$ cat src/rtl/beh_reset_monitor.sv
// Passive checker for a grouped reset/start release sequence: tracks the release phase,
// counts reset length and re-assertions, and latches the first protocol violation.
module beh_reset_monitor #(
    parameter int RESETS           = 1,
    parameter int STARTS           = 0,
    parameter int STEPS            = 0,
    parameter int DELAYS           = 0,
    parameter int CAPTURES         = 0,
    parameter int CUTSCANS         = 0,
    parameter int PASSTHRUS        = 0,
    parameter int INJECTS          = 0,
    parameter int MIN_RESET_CYCLES = 10,
    parameter int MIN_START_CYCLES = 10,
    localparam int W = RESETS + STARTS + STEPS + DELAYS + CAPTURES + CUTSCANS + PASSTHRUS + INJECTS
) (
    input  logic         clk,
    input  logic         rst,
    input  logic [W-1:0] reset_n,
    output logic [2:0]   phase,
    output logic         started,
    output logic         err,
    output logic [3:0]   err_code,
    output logic [15:0]  reset_cycles,
    output logic [7:0]   reset_count
);

    localparam int RESET_OFF    = 0;
    localparam int START_OFF    = RESET_OFF + RESETS;
    localparam int STEP_OFF     = START_OFF + STARTS;
    localparam int DELAY_OFF    = STEP_OFF + STEPS;
    localparam int CAPTURE_OFF  = DELAY_OFF + DELAYS;
    localparam int CUTSCAN_OFF  = CAPTURE_OFF + CAPTURES;
    localparam int PASSTHRU_OFF = CUTSCAN_OFF + CUTSCANS;
    localparam int INJECT_OFF   = PASSTHRU_OFF + PASSTHRUS;

    localparam logic [15:0] MIN_RESET_W = 16'(MIN_RESET_CYCLES);
    localparam logic [15:0] MIN_START_W = 16'(MIN_START_CYCLES);

    localparam logic [3:0] ERR_ORDER        = 4'd1;
    localparam logic [3:0] ERR_SHORT_RESET  = 4'd2;
    localparam logic [3:0] ERR_SHORT_START  = 4'd3;
    localparam logic [3:0] ERR_SKEW         = 4'd4;
    localparam logic [3:0] ERR_PASSTHRU     = 4'd5;
    localparam logic [3:0] ERR_DELAY_CHANGE = 4'd6;
    localparam logic [3:0] ERR_START_DROP   = 4'd7;

    typedef enum logic [2:0] {
        PH_IDLE     = 3'd0,
        PH_ASSERTED = 3'd1,
        PH_RELEASED = 3'd2,
        PH_CAPTURED = 3'd3,
        PH_RUNNING  = 3'd4
    } phase_t;

    // Group masks over the packed vector; a zero-width group yields an empty
    // mask, which reads as both all0 and all1 below.
    logic [W-1:0] reset_mask, start_mask, step_mask, delay_mask, capture_mask, passthru_mask;

    genvar gi;
    generate
        for (gi = 0; gi < W; gi++) begin : g_mask
            assign reset_mask[gi]    = (gi >= RESET_OFF)    && (gi < START_OFF);
            assign start_mask[gi]    = (gi >= START_OFF)    && (gi < STEP_OFF);
            assign step_mask[gi]     = (gi >= STEP_OFF)     && (gi < DELAY_OFF);
            assign delay_mask[gi]    = (gi >= DELAY_OFF)    && (gi < CAPTURE_OFF);
            assign capture_mask[gi]  = (gi >= CAPTURE_OFF)  && (gi < CUTSCAN_OFF);
            assign passthru_mask[gi] = (gi >= PASSTHRU_OFF) && (gi < INJECT_OFF);
        end
    endgenerate

    logic reset_all0, reset_all1, start_all0, start_all1, step_all0, step_all1;
    logic capture_all0, capture_all1, passthru_all1;

    assign reset_all0    = (reset_n & reset_mask) == '0;
    assign reset_all1    = (reset_n & reset_mask) == reset_mask;
    assign start_all0    = (reset_n & start_mask) == '0;
    assign start_all1    = (reset_n & start_mask) == start_mask;
    assign step_all0     = (reset_n & step_mask) == '0;
    assign step_all1     = (reset_n & step_mask) == step_mask;
    assign capture_all0  = (reset_n & capture_mask) == '0;
    assign capture_all1  = (reset_n & capture_mask) == capture_mask;
    assign passthru_all1 = (reset_n & passthru_mask) == passthru_mask;

    phase_t        phase_reg, phase_next;
    logic [15:0]   reset_cycles_reg, reset_cycles_next;
    logic [7:0]    reset_count_reg, reset_count_next;
    logic [15:0]   gap_reg, gap_next;
    logic [W-1:0]  delay_reg, delay_next;
    logic          err_reg, err_next;
    logic [3:0]    err_code_reg, err_code_next;

    logic [15:0] rc_inc, gap_inc;
    logic [7:0]  cnt_inc;
    logic f_order, f_short_reset, f_short_start, f_skew, f_passthru, f_delay_change, f_start_drop;
    logic [3:0] first_code;

    assign rc_inc  = (reset_cycles_reg == 16'hFFFF) ? reset_cycles_reg : reset_cycles_reg + 16'd1;
    assign gap_inc = (gap_reg == 16'hFFFF) ? gap_reg : gap_reg + 16'd1;
    assign cnt_inc = (reset_count_reg == 8'hFF) ? reset_count_reg : reset_count_reg + 8'd1;

    always_ff @(posedge clk) begin
        if (rst) begin
            phase_reg        <= PH_IDLE;
            reset_cycles_reg <= '0;
            reset_count_reg  <= '0;
            gap_reg          <= '0;
            delay_reg        <= '0;
            err_reg          <= 1'b0;
            err_code_reg     <= '0;
        end else begin
            phase_reg        <= phase_next;
            reset_cycles_reg <= reset_cycles_next;
            reset_count_reg  <= reset_count_next;
            gap_reg          <= gap_next;
            delay_reg        <= delay_next;
            err_reg          <= err_next;
            err_code_reg     <= err_code_next;
        end
    end

    always_comb begin
        phase_next        = phase_reg;
        reset_cycles_next = reset_cycles_reg;
        reset_count_next  = reset_count_reg;
        gap_next          = gap_reg;
        delay_next        = delay_reg;
        f_order           = 1'b0;
        f_short_reset     = 1'b0;
        f_short_start     = 1'b0;
        f_skew            = 1'b0;
        f_passthru        = 1'b0;
        f_delay_change    = 1'b0;
        f_start_drop      = 1'b0;

        if (phase_reg != PH_IDLE) begin
            if ((!reset_all0 && !reset_all1) || (!start_all0 && !start_all1) ||
                (!step_all0 && !step_all1) || (!capture_all0 && !capture_all1))
                f_skew = 1'b1;
            if ((STARTS > 0) && (STEPS > 0) &&
                ((start_all1 && step_all0) || (start_all0 && step_all1)))
                f_skew = 1'b1;
        end

        case (phase_reg)
            PH_IDLE: begin
                if (reset_all0) begin
                    phase_next        = PH_ASSERTED;
                    reset_cycles_next = 16'd1;
                end
            end
            PH_ASSERTED: begin
                reset_cycles_next = rc_inc;
                if ((reset_n & (start_mask | step_mask | capture_mask)) != '0)
                    f_order = 1'b1;
                if (reset_all1) begin
                    f_short_reset = reset_cycles_reg < MIN_RESET_W;
                    f_passthru    = !passthru_all1;
                    delay_next    = reset_n & delay_mask;
                    gap_next      = '0;
                    phase_next    = PH_RELEASED;
                end
            end
            PH_RELEASED, PH_CAPTURED, PH_RUNNING: begin
                // The gap includes the current sample, so a step N cycles after the
                // previous one sees gap == N.
                gap_next       = gap_inc;
                f_delay_change = (reset_n & delay_mask) != delay_reg;
                if (reset_all0) begin
                    phase_next        = PH_ASSERTED;
                    reset_cycles_next = 16'd1;
                    reset_count_next  = cnt_inc;
                end else if (reset_all1) begin
                    if (phase_reg == PH_RUNNING) begin
                        f_start_drop = !(start_all1 && step_all1 && capture_all1);
                    end else if ((phase_reg == PH_RELEASED) && (CAPTURES > 0)) begin
                        if (capture_all1) begin
                            phase_next    = PH_CAPTURED;
                            f_short_start = gap_inc < MIN_START_W;
                            gap_next      = '0;
                        end else if ((reset_n & (start_mask | step_mask)) != '0) begin
                            f_order = 1'b1;
                        end
                    end else if (start_all1 && step_all1) begin
                        phase_next    = PH_RUNNING;
                        f_short_start = ((STARTS + STEPS) != 0) && (gap_inc < MIN_START_W);
                    end
                end
            end
            default: phase_next = PH_IDLE;
        endcase
    end

    // Several violations in one sample report the lowest code.
    always_comb begin
        first_code = '0;
        if      (f_order)        first_code = ERR_ORDER;
        else if (f_short_reset)  first_code = ERR_SHORT_RESET;
        else if (f_short_start)  first_code = ERR_SHORT_START;
        else if (f_skew)         first_code = ERR_SKEW;
        else if (f_passthru)     first_code = ERR_PASSTHRU;
        else if (f_delay_change) first_code = ERR_DELAY_CHANGE;
        else if (f_start_drop)   first_code = ERR_START_DROP;
    end

    always_comb begin
        err_next      = err_reg;
        err_code_next = err_code_reg;
        if (!err_reg && (first_code != '0)) begin
            err_next      = 1'b1;
            err_code_next = first_code;
        end
    end

    assign phase        = phase_reg;
    assign started      = (phase_reg == PH_RUNNING);
    assign err          = err_reg;
    assign err_code     = err_code_reg;
    assign reset_cycles = reset_cycles_reg;
    assign reset_count  = reset_count_reg;

endmodule

$ cat config.mk
export PLATFORM = sky130hd
export DESIGN_NAME = beh_reset_monitor
export DESIGN_NICKNAME = d
export VERILOG_FILES = /design/src/rtl/beh_reset_monitor.sv
export SDC_FILE = /design/constraint.sdc
export NUM_CORES = 1
export LEC_CHECK = 0
export BUFFER_PORTS_ARGS = -buffer_cell sky130_fd_sc_hd__buf_4
export CORE_MARGIN = 5
export CORE_UTILIZATION = 52
export DETAILED_ROUTE_END_ITERATION = 12
export GPL_ROUTABILITY_DRIVEN = 0
export PLACE_DENSITY = 0.77
export SETUP_SLACK_MARGIN = 0.15
export SLEW_MARGIN = 30
export SYNTH_ARGS = -nofsm -noshare
export SYNTH_HDL_FRONTEND = slang
export SYNTH_SLANG_ARGS = --single-unit
export TNS_END_PERCENT = 20
$ cat constraint.sdc
create_clock -name clk -period 2.29 [get_ports clk]
set_input_delay 0.5725 -clock clk [delete_from_list [all_inputs] [get_ports clk]]
set_output_delay 0.5725 -clock clk [all_outputs]
set_load 0.05 [all_outputs]
==> results_dict.tcl <==
set metrics [dict create \
    cp_max_fo 8 \
    pin_count 36 \
    num_vias 1509 \
    cts_hold_buf 0 \
    leakagePower_uw 0.000690 \
    path_class "reg -> reg" \
    worstHoldEndpoint "phase[0]" \
    whs_path_depth 2 \
    antenna_found_initial 0 \
    wl_per_cell_um 14.9 \
    grt_pass1_vias 1397 \
    max-vdd-ir-drop_uv 445 \
    cts-root-buf "clkbuf_4" \
    coreArea_mm2 0.00278 \
    synth_simple_gate_area_share_pct 30.1 \
    ant_nets 0 \
    utilization_pct 66.8 \
    synth_compound_area_share_pct 19.5 \
    clock.fmax_mhz 493 \
    yosys_warnings 0 \
    die_area_mm2 0.00409 \
    drv_cap 0 \
    p_per_area_mw_per_mm2 532 \
    viasPerCell 6.16 \
    yosysSeqAreaShare_pct 38.4 \
    synthMuxAreaShare_pct 1.32 \
    worst_slew_pin_slew_ns 0.547 \
    outcome "completed" \
    min_period_over_period_pct 88.5 \
    maxSlewViolCount 0 \
    worstSetupStartpointType "flip-flop" \
    setup_tns_ns 0 \
    cp-end-kind "flip-flop" \
    syn_inst 179 \
    clock_sinks 29 \
    grt_max_degree 16 \
    rows 19 \
    die_w_um 63.9 \
    synthAdderAreaFrac_pct 1.65 \
    hpwl_mm 2.69 \
    pwr-share-clk_pct 36.6 \
    netlist_area_mm2 0.00151 \
    relSlewSlack_pct 63.5 \
    hp-class "in -> reg" \
    r2r_slack_ns 0.26 \
    combPwrFrac_pct 10.6 \
    drc 0 \
    avgSynthCellArea_um2 8.45 \
    ys_seq_elements 29 \
    grt_use_total_pct 18.4 \
    finalCriticalPeriod_ns 2.03 \
    hold_viol_final 0 \
    r2r_cells 6 \
    area_growth_pct 22.7 \
    cp.required_ns 2.52 \
    max_stage_delay_ns 0.50 \
    crit_path_cell_trace "and4_1 > nand4_1 > nor4_4 > buf_4 > nor2_1 > a311oi_1" \
    start_util_pct 54.4 \
    pwr-share-seq_pct 52.9 \
    tritoncts "built" \
    p_int_uw 717 \
    p_switching_uw 270 \
    synthArstFlopShare_pct 0 \
    largest_reg_flops 16 \
    setup_viol 0 \
    htreeDepth 2 \
    cts_buffers 5 \
    synthXorXnorAreaFrac_pct 3.47 \
    finClkSkew_ns 0.0136 \
    yosysUniqueCellTypes 41 \
    placement.io_buffers 32 \
    grt_pass1_wl_mm 6.16 \
    first_pass_iters 4 \
    gr-total-overflow 0 \
    drt-total-wl_mm 3.65 \
    swShare_pct 27.4 \
    clockBufferDepth 2 \
    rsz0062_at_grt "true" \
    regToRegEndpoint "reset_cycles[2]" \
    antenna_cells 0 \
    critPathArrivalTime_ns 2.26 \
    synth_edf_count 0 \
    final_cell_mix "buf_4 (36), dfxtp_1 (28), a21oi_1 (17)" \
    clkSlewWorstSetupHoldPaths_ns 0.10 \
    final_common_cell "buf_4" \
    worstReg2RegStart "reset_cycles[9]" \
    nets 218 \
    drive_gt1_share_pct 23.8 \
    hold_path.startpoint "reset_n" \
    initialDrtViolationCount 42 \
    crit_path_top_delay_cell "dfxtp_1" \
    die_y_um 63.9 \
    synthFlopType "dfxtp_1" \
    synth_top_family_by_area "simple AND/OR/NAND/NOR gates" \
    clk_latency_ns 0.34 \
]
[cells by family (layout without fill, tap and decap cells)]
group                      after synthesis  count (layout)
other                                    1               3
adders and majority gates                2               2
buffers and inverters                   13              46
AOI/OAI and AO/OA                       46              46
muxes                                    2               2
DFF                                     29              29
xor gates and xnor gates                 6               6
and+or+nand+nor                         80              80
[metal layers]
layer  routed length, um  global-route usage [%]  vias to the layer above  part of all wire [%]
met5                   0                       0                        -                     0
li1                    -                       -                      751                     -
met3                 206                    6.30                        7                   5.6
met4                  72                    7.27                        0                   2.0
met1                1470                    19.5                      717                    40
met2                1910                    32.9                       34                    52
[power groups by stage]
| stage | registers, uW | clock network [uW] | logic (uW) |
|---|---|---|---|
| floorplan | 557 | 0 | 56.5 |
| global placement | 533 | 0 | 100 |
| detailed placement | 534 | 0 | 103 |
| CTS | 522 | 366 | 103 |
| global route | 524 | 394 | 113 |
| finish | 522 | 361 | 104 |
[cell type report]
type / instances / area [um2]
sequential: 29 / 582
clock inverter: 1 / 5.00
clock buffer: 7 / 65.1
timing repair buffer: 36 / 270
tap: 31 / 38.8
fill: 242 / 925
inverter: 2 / 7.51
multi-input combinational: 139 / 888
[repair_timing]
item,CTS,global route
setup endpoints to repair,0,1
setup buffers,0,2
gates resized for setup,0,3
[critical path, delay by kind of cell, from the launching register on]
kind / cells / cell delay (ns)
flops: 1 / 0.50
buf+inv: 1 / 0.18
compound gates: 1 / 0.28
simple gates: 4 / 0.97
[synthesized netlist by cell type, types with 2 or more instances]
master    instances  share of area [%]
a21o_1            5                2.5
a21oi_1          17                5.6
inv_1             2               0.50
dfxtp_1          29                 38
nand2b_1          4                1.7
nor3_1           10                3.3
ha_1              2                1.7
o21a_1            2               0.99
buf_4             4                2.0
nand4_1           8                3.3
clkbuf_1          2               0.50
and4_1            4                2.3
nand3_1           6                2.0
a211oi_1          2               0.99
buf_6             2                1.5
xnor2_1           5                2.9
buf_1             2               0.50
nand2_1           8                2.0
nor4_1            4                1.7
or3_1             5                2.1
nor2_1           15                3.7
o21ai_0           5                1.7
nor2b_1           2               0.83
o31ai_1           7                3.5
or4_1            10                5.0
mux2i_1           2                1.3
[stage by stage]
step           total power (uW)  instances  hold WS (ns)  setup WS [ns]  area (um2)
2_1_floorplan               614        181         0.649          0.113        1540
3_3_place_gp                634        235         0.455          0.208        1760
3_5_place_dp                636        235         0.486          0.166        1760
4_1_cts                     991        243         0.441          0.269        1830
5_1_grt                    1030        245         0.443          0.119        1860
6_report                    987        245         0.449          0.263        1860
[worst max path at each step]
stage	start	end	slack (ns)	cells past startpoint
floorplan	phase[0]	reset_cycles[8]	0.11	7
detailed placement	reset_n	reset_cycles[12]	0.17	5
CTS	phase[1]	reset_cycles[12]	0.27	5
global route	reset_cycles[9]	reset_cycles[2]	0.12	6
finish	reset_cycles[9]	reset_cycles[2]	0.26	6
global placement	reset_n	reset_cycles[12]	0.21	5
Power figures use the tool's default switching activity.
